<file path="config.mk">
export PLATFORM = sky130hd
export DESIGN_NAME = aviasales_rr
export DESIGN_NICKNAME = d
export VERILOG_FILES = /design/src/rtl/aviasales_pkg.sv /design/src/rtl/rr_arbiter.sv /design/src/rtl/aviasales_rr.sv
export SDC_FILE = /design/constraint.sdc
export NUM_CORES = 1
export LEC_CHECK = 0
export BUFFER_PORTS_ARGS = -buffer_cell sky130_fd_sc_hd__buf_2
export CORE_UTILIZATION = 37
export DETAILED_ROUTE_END_ITERATION = 8
export SLEW_MARGIN = 20
export SYNTH_ARGS = -nofsm -noshare
export SYNTH_HDL_FRONTEND = slang
export SYNTH_SLANG_ARGS = --single-unit
</file>
<file path="constraint.sdc">
create_clock -name clk -period 5 [get_ports clk]
set_input_delay 0.5 -clock clk [delete_from_list [all_inputs] [get_ports clk]]
set_output_delay 0.5 -clock clk [all_outputs]
set_load 0.1 [all_outputs]
</file>
<file path="src/rtl/aviasales_pkg.sv">
// aviasales_pkg: shared status codes, operation codes and FSM encoding for the seat-reservation engine
package aviasales_pkg;
    localparam logic [1:0] ST_OK      = 2'd0;
    localparam logic [1:0] ST_TAKEN   = 2'd1;
    localparam logic [1:0] ST_CLOSED  = 2'd2;
    localparam logic [1:0] ST_BADSEAT = 2'd3;
    localparam logic OP_BOOK   = 1'b0;
    localparam logic OP_CANCEL = 1'b1;
    typedef enum logic [1:0] {S_IDLE, S_CHECK, S_RESP} state_t;
endpackage

</file>
<file path="src/rtl/rr_arbiter.sv">
// rr_arbiter: combinational round-robin pick of the first pending channel after ptr
module rr_arbiter
    import aviasales_pkg::*;
#(
    parameter int N = 2
) (
    input  logic [N-1:0] pend,
    input  logic [2:0]   ptr,
    output logic [N-1:0] grant,
    output logic [2:0]   idx
);
    logic [N-1:0] rot;
    logic         found;
    int           pos;
    // rotate so the channel after ptr lands on bit 0, then take the lowest set bit
    always_comb begin
        rot   = N'({pend, pend} >> (ptr + 3'd1));
        found = 1'b0;
        pos   = 0;
        for (int k = 0; k < N; k++) begin
            if (!found && rot[k]) begin
                found = 1'b1;
                pos   = (int'(ptr) + 1 + k) % N;
            end
        end
        idx   = 3'(pos);
        grant = found ? N'(1) << idx : '0;
    end
endmodule

</file>
<file path="src/rtl/aviasales_rr.sv">
// aviasales_rr: multi-channel seat booking engine with round-robin service and ack/nack responses
module aviasales_rr
    import aviasales_pkg::*;
#(
    parameter int SEATS = 16,
    parameter int NCH   = 2,
    parameter int SW_W  = 4
) (
    input  logic                 clk,
    input  logic                 rst,
    input  logic [NCH-1:0]       req,
    input  logic [NCH-1:0]       op,
    input  logic [NCH*SW_W-1:0]  seat,
    input  logic                 lock,
    output logic                 ack,
    output logic                 nack,
    output logic [1:0]           status,
    output logic [2:0]           resp_ch,
    output logic                 busy,
    output logic                 full,
    output logic [8:0]           free_cnt,
    output logic [SEATS-1:0]     occ_map
);
    state_t              state_q, state_d;
    logic [NCH-1:0]      pend_q, pend_d, op_q, op_d, clr, take, grant;
    logic [NCH*SW_W-1:0] seat_q, seat_d;
    logic [2:0]          ptr_q, ptr_d, gidx;
    logic [SEATS-1:0]    occ_q, occ_d;
    logic [8:0]          free_q, free_d;
    logic                ack_q, ack_d, nack_q, nack_d;
    logic [1:0]          status_q, status_d;
    logic [2:0]          resp_ch_q, resp_ch_d;
    logic [SW_W-1:0]     cur_seat;
    logic                cur_op, cur_occ;

    rr_arbiter #(.N(NCH)) u_arb (
        .pend  (pend_q),
        .ptr   (ptr_q),
        .grant (grant),
        .idx   (gidx)
    );

    // accept a request when its channel is idle or being released at this same edge
    always_comb begin
        take   = req & (~pend_q | clr);
        pend_d = (pend_q & ~clr) | take;
        op_d   = op_q;
        seat_d = seat_q;
        for (int i = 0; i < NCH; i++) begin
            if (take[i]) begin
                op_d[i]                = op[i];
                seat_d[i*SW_W +: SW_W] = seat[i*SW_W +: SW_W];
            end
        end
    end

    // grant, evaluate the held request against the bitmap, then pulse the response
    always_comb begin
        state_d   = state_q;
        ptr_d     = ptr_q;
        occ_d     = occ_q;
        free_d    = free_q;
        ack_d     = 1'b0;
        nack_d    = 1'b0;
        status_d  = status_q;
        resp_ch_d = resp_ch_q;
        clr       = '0;
        cur_op    = 1'(op_q >> ptr_q);
        cur_seat  = SW_W'(seat_q >> (ptr_q * SW_W));
        cur_occ   = 1'(occ_q >> cur_seat);
        case (state_q)
            S_IDLE: begin
                if (|grant) begin
                    ptr_d   = gidx;
                    state_d = S_CHECK;
                end
            end
            S_CHECK: begin
                state_d   = S_RESP;
                resp_ch_d = ptr_q;
                if (int'(cur_seat) >= SEATS) status_d = ST_BADSEAT;
                else if (cur_op == OP_BOOK && lock) status_d = ST_CLOSED;
                else if ((cur_op == OP_BOOK) != cur_occ) begin
                    status_d = ST_OK;
                    ack_d    = 1'b1;
                    occ_d    = occ_q ^ (SEATS'(1) << cur_seat);
                    free_d   = cur_op == OP_BOOK ? free_q - 9'd1 : free_q + 9'd1;
                end
                else status_d = ST_TAKEN;
                nack_d = !ack_d;
            end
            S_RESP: begin
                clr     = NCH'(1) << ptr_q;
                state_d = S_IDLE;
            end
            default: state_d = S_IDLE;
        endcase
    end

    // all state, cleared immediately on reset with the pointer parked so channel 0 wins first
    always_ff @(posedge clk or posedge rst) begin
        if (rst) begin
            state_q   <= S_IDLE;
            pend_q    <= '0;
            op_q      <= '0;
            seat_q    <= '0;
            ptr_q     <= 3'(NCH - 1);
            occ_q     <= '0;
            free_q    <= 9'(SEATS);
            ack_q     <= 1'b0;
            nack_q    <= 1'b0;
            status_q  <= ST_OK;
            resp_ch_q <= '0;
        end else begin
            state_q   <= state_d;
            pend_q    <= pend_d;
            op_q      <= op_d;
            seat_q    <= seat_d;
            ptr_q     <= ptr_d;
            occ_q     <= occ_d;
            free_q    <= free_d;
            ack_q     <= ack_d;
            nack_q    <= nack_d;
            status_q  <= status_d;
            resp_ch_q <= resp_ch_d;
        end
    end

    assign ack      = ack_q;
    assign nack     = nack_q;
    assign status   = status_q;
    assign resp_ch  = resp_ch_q;
    assign occ_map  = occ_q;
    assign free_cnt = free_q;
    assign full     = free_q == 9'd0;
    assign busy     = |pend_q || state_q != S_IDLE;
endmodule
</file>
==> results.yml, run 1 <==
drt:
  route.vias.total: 2011
  drt-initial-drc-count: 72
  top_layer_used: "met4"
  drc: 2
  wirelength_um: 5870
  viasPerCell: 5.24
  drt-met1-wl_um: 2850
  wl_met3_um: 233
  antenna_left: 0
  wl_met2_um: 2680
  drt_first_pass_iters: 6
  wl_per_cell_um: 15.3
cells_and_area:
  nets: 307
  antennaDiodeCount: 0
  final_layout_size_suffix_gt1_frac: 0.337
  area_delta_synth_final_pct: 13.8
status:
  violations: "DRC"
  status: "finished with violations"
critical_path:
  cp_max_fo: 23
  critPathRequiredTime_ns: 5.19
  end_kind: "register"
  worstSetupPathType: "register to register"
  worstPathArrival_ns: 3.45
  startpoint_type: "register"
timing:
  finalCriticalPeriod_ns: 3.26
  slew_headroom: 0.371
  timing.final.crit_share: 0.651
  drv_slew: 0
  fin_worst_skew_ns: 0.00939
  rsz0062_at_grt: "no"
  finalSetupViolCount: 0
  final-hold-violation-count: 0
  tightest_slew_ns: 0.942
  fmax_mhz: 307
  finalSetupTns_ns: 0
cts:
  cts_made_buffers: 5
  clkTransAtPathRegs_ns: 0.08
  cts_sinks: 45
  cts_setup_buffers: 0
  clk_path_buf_depth: 2
  clock_latency_ns: 0.31
  cts_resized: 0
  cts_root_buffer: "clkbuf_8"
  tritoncts: "yes"
  cts_hold_buf: 0
  cts_max_level: 2
floorplan:
  ios: 49
  core_area_sq_um: 7210
  die_w_um: 88.4
  std_cell_rows: 31
  die_h_um: 88.4
  die_area_sq_um: 7810
  initial_utilization: 0.383
synthesis:
  syn_avg_cell_area_sq_um: 11.6
  synth_cell_type_count: 56
  seq_area_frac_synth: 0.409
  async_flop_share: 1.00
  synth_warnings: 0
  ys_ff_latch: 45
  syn_area_sq_um: 2760
  syn-instance-count: 239
  synth_edf_count: 0
  ys.flop_type: "dfrtp_1"
global_routing:
  antenna_found_initial: 0
  grt_pass1_wl_um: 9730
  grt_overflow: 0
  grt_max_degree: 46
  grt_pass1_vias: 1959
  grt_use_total: 0.165
run:
  max_cap_viol_count: 0
placed_design:
  io_buffers: 46
  place_congestion: 0.873
  post-dp-hpwl_um: 4360
min_path:
  hp-class: "input port to register"
## synth_stat cells, types with 3 or more instances
| cell type | count | share of area |
|---|---|---|
| a31oi_1 | 3 | 0.0068 |
| inv_1 | 9 | 0.012 |
| ha_1 | 7 | 0.032 |
| a2111oi_2 | 8 | 0.043 |
| dfrtp_1 | 43 | 0.39 |
| mux2_4 | 6 | 0.033 |
| a21oi_1 | 6 | 0.011 |
| nor2_1 | 10 | 0.014 |
| nor4_1 | 10 | 0.023 |
| and2_1 | 3 | 0.0068 |
| nand2_1 | 15 | 0.020 |
| mux2_2 | 10 | 0.041 |
| xnor2_1 | 5 | 0.016 |
| o21ai_0 | 9 | 0.016 |
| nand2b_1 | 6 | 0.014 |
| nand3_1 | 4 | 0.0072 |
| nor3_1 | 8 | 0.014 |
| buf_4 | 4 | 0.011 |
| mux2i_1 | 6 | 0.022 |
| xor2_1 | 19 | 0.060 |
## routing by layer
metal  global-route usage  vias up
li1                     -      967
met1                0.222      985
met2                0.262       49
met3               0.0364       10
met4               0.0616        0
met5                    0        -
## worst paths after layout
check / startpoint / to / slack, ns / cells after the start
worst max-delay path: ptr_q[0]$_DFFE_PP1P_ / free_cnt[8]$_DFFE_PP0P_ / 1.74 / 10
worst min-delay path: req[1] / pend_q[1]$_DFF_PP0_ / 0.39 / 2
worst max register to register: ptr_q[0]$_DFFE_PP1P_ / free_cnt[8]$_DFFE_PP0P_ / 1.74 / 10
worst min register to register: pend_q[0]$_DFF_PP0_ / ptr_q[0]$_DFFE_PP1P_ / 0.46 / 1
max in group asynchronous: rst / occ_map[3]$_DFFE_PP0P_ / 4.00 / 2
min in group asynchronous: rst / free_cnt[0]$_DFFE_PP0P_ / 0.40 / 2
## sequential cells by signal, indices dropped and copies added (netlist names)
name      cells
occ_map      16
free_cnt      9
seat_q        8
op_q          2
pend_q        2
state_q       2
status        2
ack           1
nack          1
ptr_q         1
resp_ch       1
## cell usage in the layout (no fill, tap or decap), drive strengths merged, types with 5 or more instances in the layout
| cell | count |
|---|---|
| buf | 46 |
| dfrtp | 43 |
| xor2 | 19 |
| mux2 | 16 |
| nand2 | 15 |
| nor2 | 11 |
| nor4 | 10 |
| o21ai | 10 |
| inv | 9 |
| nor3 | 9 |
| a2111oi | 8 |
| ha | 7 |
| mux2i | 7 |
| a21oi | 7 |
| nand2b | 6 |
| clkbuf | 6 |
| xnor2 | 5 |
| nand3 | 5 |
| a31oi | 5 |
## worst max-delay path, cell delays in order (launching register included)
cell	delay, ns
dfstp_2	0.91
mux2i_4	0.51
inv_1	0.22
fa_1	0.44
nor2b_1	0.11
o21ai_0	0.07
nand2b_1	0.13
a311oi_1	0.14
o221a_2	0.26
a41o_1	0.21
xor2_1	0.14
## metrics by stage
stage          worst slack (ns)  hold WS [ns]  utilization  instances  cell area, sq um
6_report                   1.74         0.389        0.436        384              3140
5_1_grt                    1.46         0.406        0.436        384              3140
3_5_place_dp               1.74         0.447        0.424        376              3060
3_3_place_gp               1.83         0.438        0.424        376              3060
2_1_floorplan             0.478         0.418            -        240              2770
4_1_cts                    1.74         0.385        0.436        384              3140
## final cells by class
cell class              count  area, sq um
fillers                   727         4070
multi-input cells         177         1540
well taps                  99          124
clock inverters             2         10.0
clock buffers               6         72.6
repair buffers             46          230
flip-flops and latches     45         1130
inverters                   9         33.8
## logic make-up (layout without fill, tap and decap cells)
| group | Yosys count | after routing | share of synthesized area |
|---|---|---|---|
| compound gates | 49 | 49 | 0.181 |
| xor+xnor | 24 | 24 | 0.0761 |
| fa+ha+maj | 8 | 8 | 0.0390 |
| buf+inv | 18 | 63 | 0.0335 |
| flops | 45 | 45 | 0.409 |
| mux | 23 | 23 | 0.103 |
| other cells | 1 | 2 | 0.00136 |
| simple gates | 71 | 71 | 0.157 |
Power of run 1 is left out: the tool's default activity adds up to more than one toggle a clock period on the data nets, which glitch-free logic cannot reach.
==> run 2, diff against run 1 <==
==> constraint.sdc (replaced) <==
create_clock -name clk -period 2.9 [get_ports clk]
set_input_delay 0.29 -clock clk [delete_from_list [all_inputs] [get_ports clk]]
set_output_delay 0.29 -clock clk [all_outputs]
set_load 0.1 [all_outputs]
==> results.yml, run 2 (synthesis results as in run 1) <==
status:
  status: "completed"
drt:
  route.vias.total: 2019
  viasPerCell: 5.15
  wl_per_cell_um: 15.6
  wirelength_um: 6110
  drt-met1-wl_um: 2870
  wl_met3_um: 252
  antenna_left: 0
  drc: 0
  top_layer_used: "met4"
  wl_met2_um: 2980
  drt_first_pass_iters: 6
  drt-initial-drc-count: 110
placed_design:
  post-place-cells: 384
  io_buffers: 46
  post-dp-hpwl_um: 4620
  place_congestion: 0.874
cells_and_area:
  instances_no_fill: 392
  seq_area_sq_um: 1130
  area_delta_synth_final_pct: 17.1
  largest_reg_flops: 16
  nFillCells: 715
  final_layout_size_suffix_gt1_frac: 0.365
  final_cell_mix: "46 x buf_2, 43 x dfrtp_1, 19 x xor2_1"
  multi_input_area_sq_um: 1560
  antennaDiodeCount: 0
  nets: 315
  final_common_cell: "buf_2"
cts:
  cts_setup_buffers: 0
  cts_root_buffer: "clkbuf_8"
  cts_sinks: 45
  cts_made_buffers: 5
  cts_max_level: 2
  cts_hold_buf: 0
  clkTransAtPathRegs_ns: 0.09
  clock_latency_ns: 0.30
  cts_resized: 0
  tritoncts: "yes"
  clk_path_buf_depth: 2
critical_path:
  end_kind: "register"
  worstPathArrival_ns: 2.95
  critPathSlowestCell: "dfstp_2"
  critPathRequiredTime_ns: 3.12
  critPathBufInv: 2
  startpoint_type: "register"
  crit_path_start: "ptr_q[0]$_DFFE_PP1P_"
  crit_chain: "buf_12 -> and3b_4 -> nor2_8 -> o221ai_1 -> o311a_4 -> o21ai_4 -> buf_4 -> a2111oi_2 -> xor2_1"
  worstSetupPathType: "register to register"
  rr_startpoint: "ptr_q[0]$_DFFE_PP1P_"
  cp_max_fo: 22
  critPathTopFamily: "compound AO/OA/AOI/OAI gates"
  cp_slowest_stage_delay_ns: 0.60
min_path:
  hold_start: "seat[4]"
  hp-class: "input port to register"
timing:
  slew_headroom: 0.369
  final-hold-violation-count: 0
  rsz0062_at_grt: "no"
  finalCriticalPeriod_ns: 2.73
  fin_worst_skew_ns: 0.0107
  finalSetupViolCount: 0
  timing.final.crit_share: 0.940
  fmax_mhz: 367
  tightest_slew_ns: 0.945
  finalSetupTns_ns: 0
  drv_slew: 0
floorplan:
  std_cell_rows: 31
  core_area_sq_um: 7210
  die_area_sq_um: 7810
  initial_utilization: 0.383
  die_h_um: 88.4
  ios: 49
  die_w_um: 88.4
global_routing:
  grt_overflow: 0
  grt_pass1_wl_um: 10200
  antenna_found_initial: 0
  grt_pass1_vias: 2036
  grt_use_total: 0.173
  grt_max_degree: 46
run:
  max_cap_viol_count: 0
[run 2: worst min-delay path: cells and delay by family]
kind                   cells  cell delay (ns)
AOI/OAI and AO/OA          1             0.05
buffers and inverters      1             0.08
and+or+nand+nor            1             0.03
[run 2: routing by layer]
layer,up-vias,global-route usage
met4,0,0.0440
met3,2,0.0317
met5,-,0
met1,974,0.232
li1,988,-
met2,55,0.288
[run 2: cell type report]
| cell class | instances | area share |
|---|---|---|
| multi-input cells | 177 | 0.483 |
| flip-flops and latches | 45 | 0.349 |
| repair buffers | 54 | 0.0936 |
| well taps | 99 | 0.0383 |
| clock buffers | 6 | 0.0224 |
| inverters | 9 | 0.0104 |
| clock inverters | 2 | 0.00309 |
[run 2: per-stage QoR]
step | cell area [sq um] | util | setup WS, ns | hold WS (ns)
2_1_floorplan | 2790 | - | 0.000599 | 0.398
3_3_place_gp | 3150 | 0.437 | 0.255 | 0.457
3_5_place_dp | 3150 | 0.437 | 0.206 | 0.465
4_1_cts | 3230 | 0.448 | 0.184 | 0.190
5_1_grt | 3230 | 0.448 | 0.00920 | 0.199
6_report | 3230 | 0.448 | 0.173 | 0.189
[run 2: final timing paths]
path / to / slack, ns / depth (start not counted)
min in group asynchronous: occ_map[3]$_DFFE_PP0P_ / 0.20 / 2
worst max register to register: occ_map[15]$_DFFE_PP0P_ / 0.17 / 9
worst min-delay path: seat_q[4]$_DFFE_PP0P_ / 0.19 / 3
max in group asynchronous: free_cnt[8]$_DFFE_PP0P_ / 2.11 / 2
worst min register to register: status[1]$_DFFE_PP0P_ / 0.48 / 2
worst max-delay path: occ_map[15]$_DFFE_PP0P_ / 0.17 / 9
Power of run 2 is left out for the same reason.
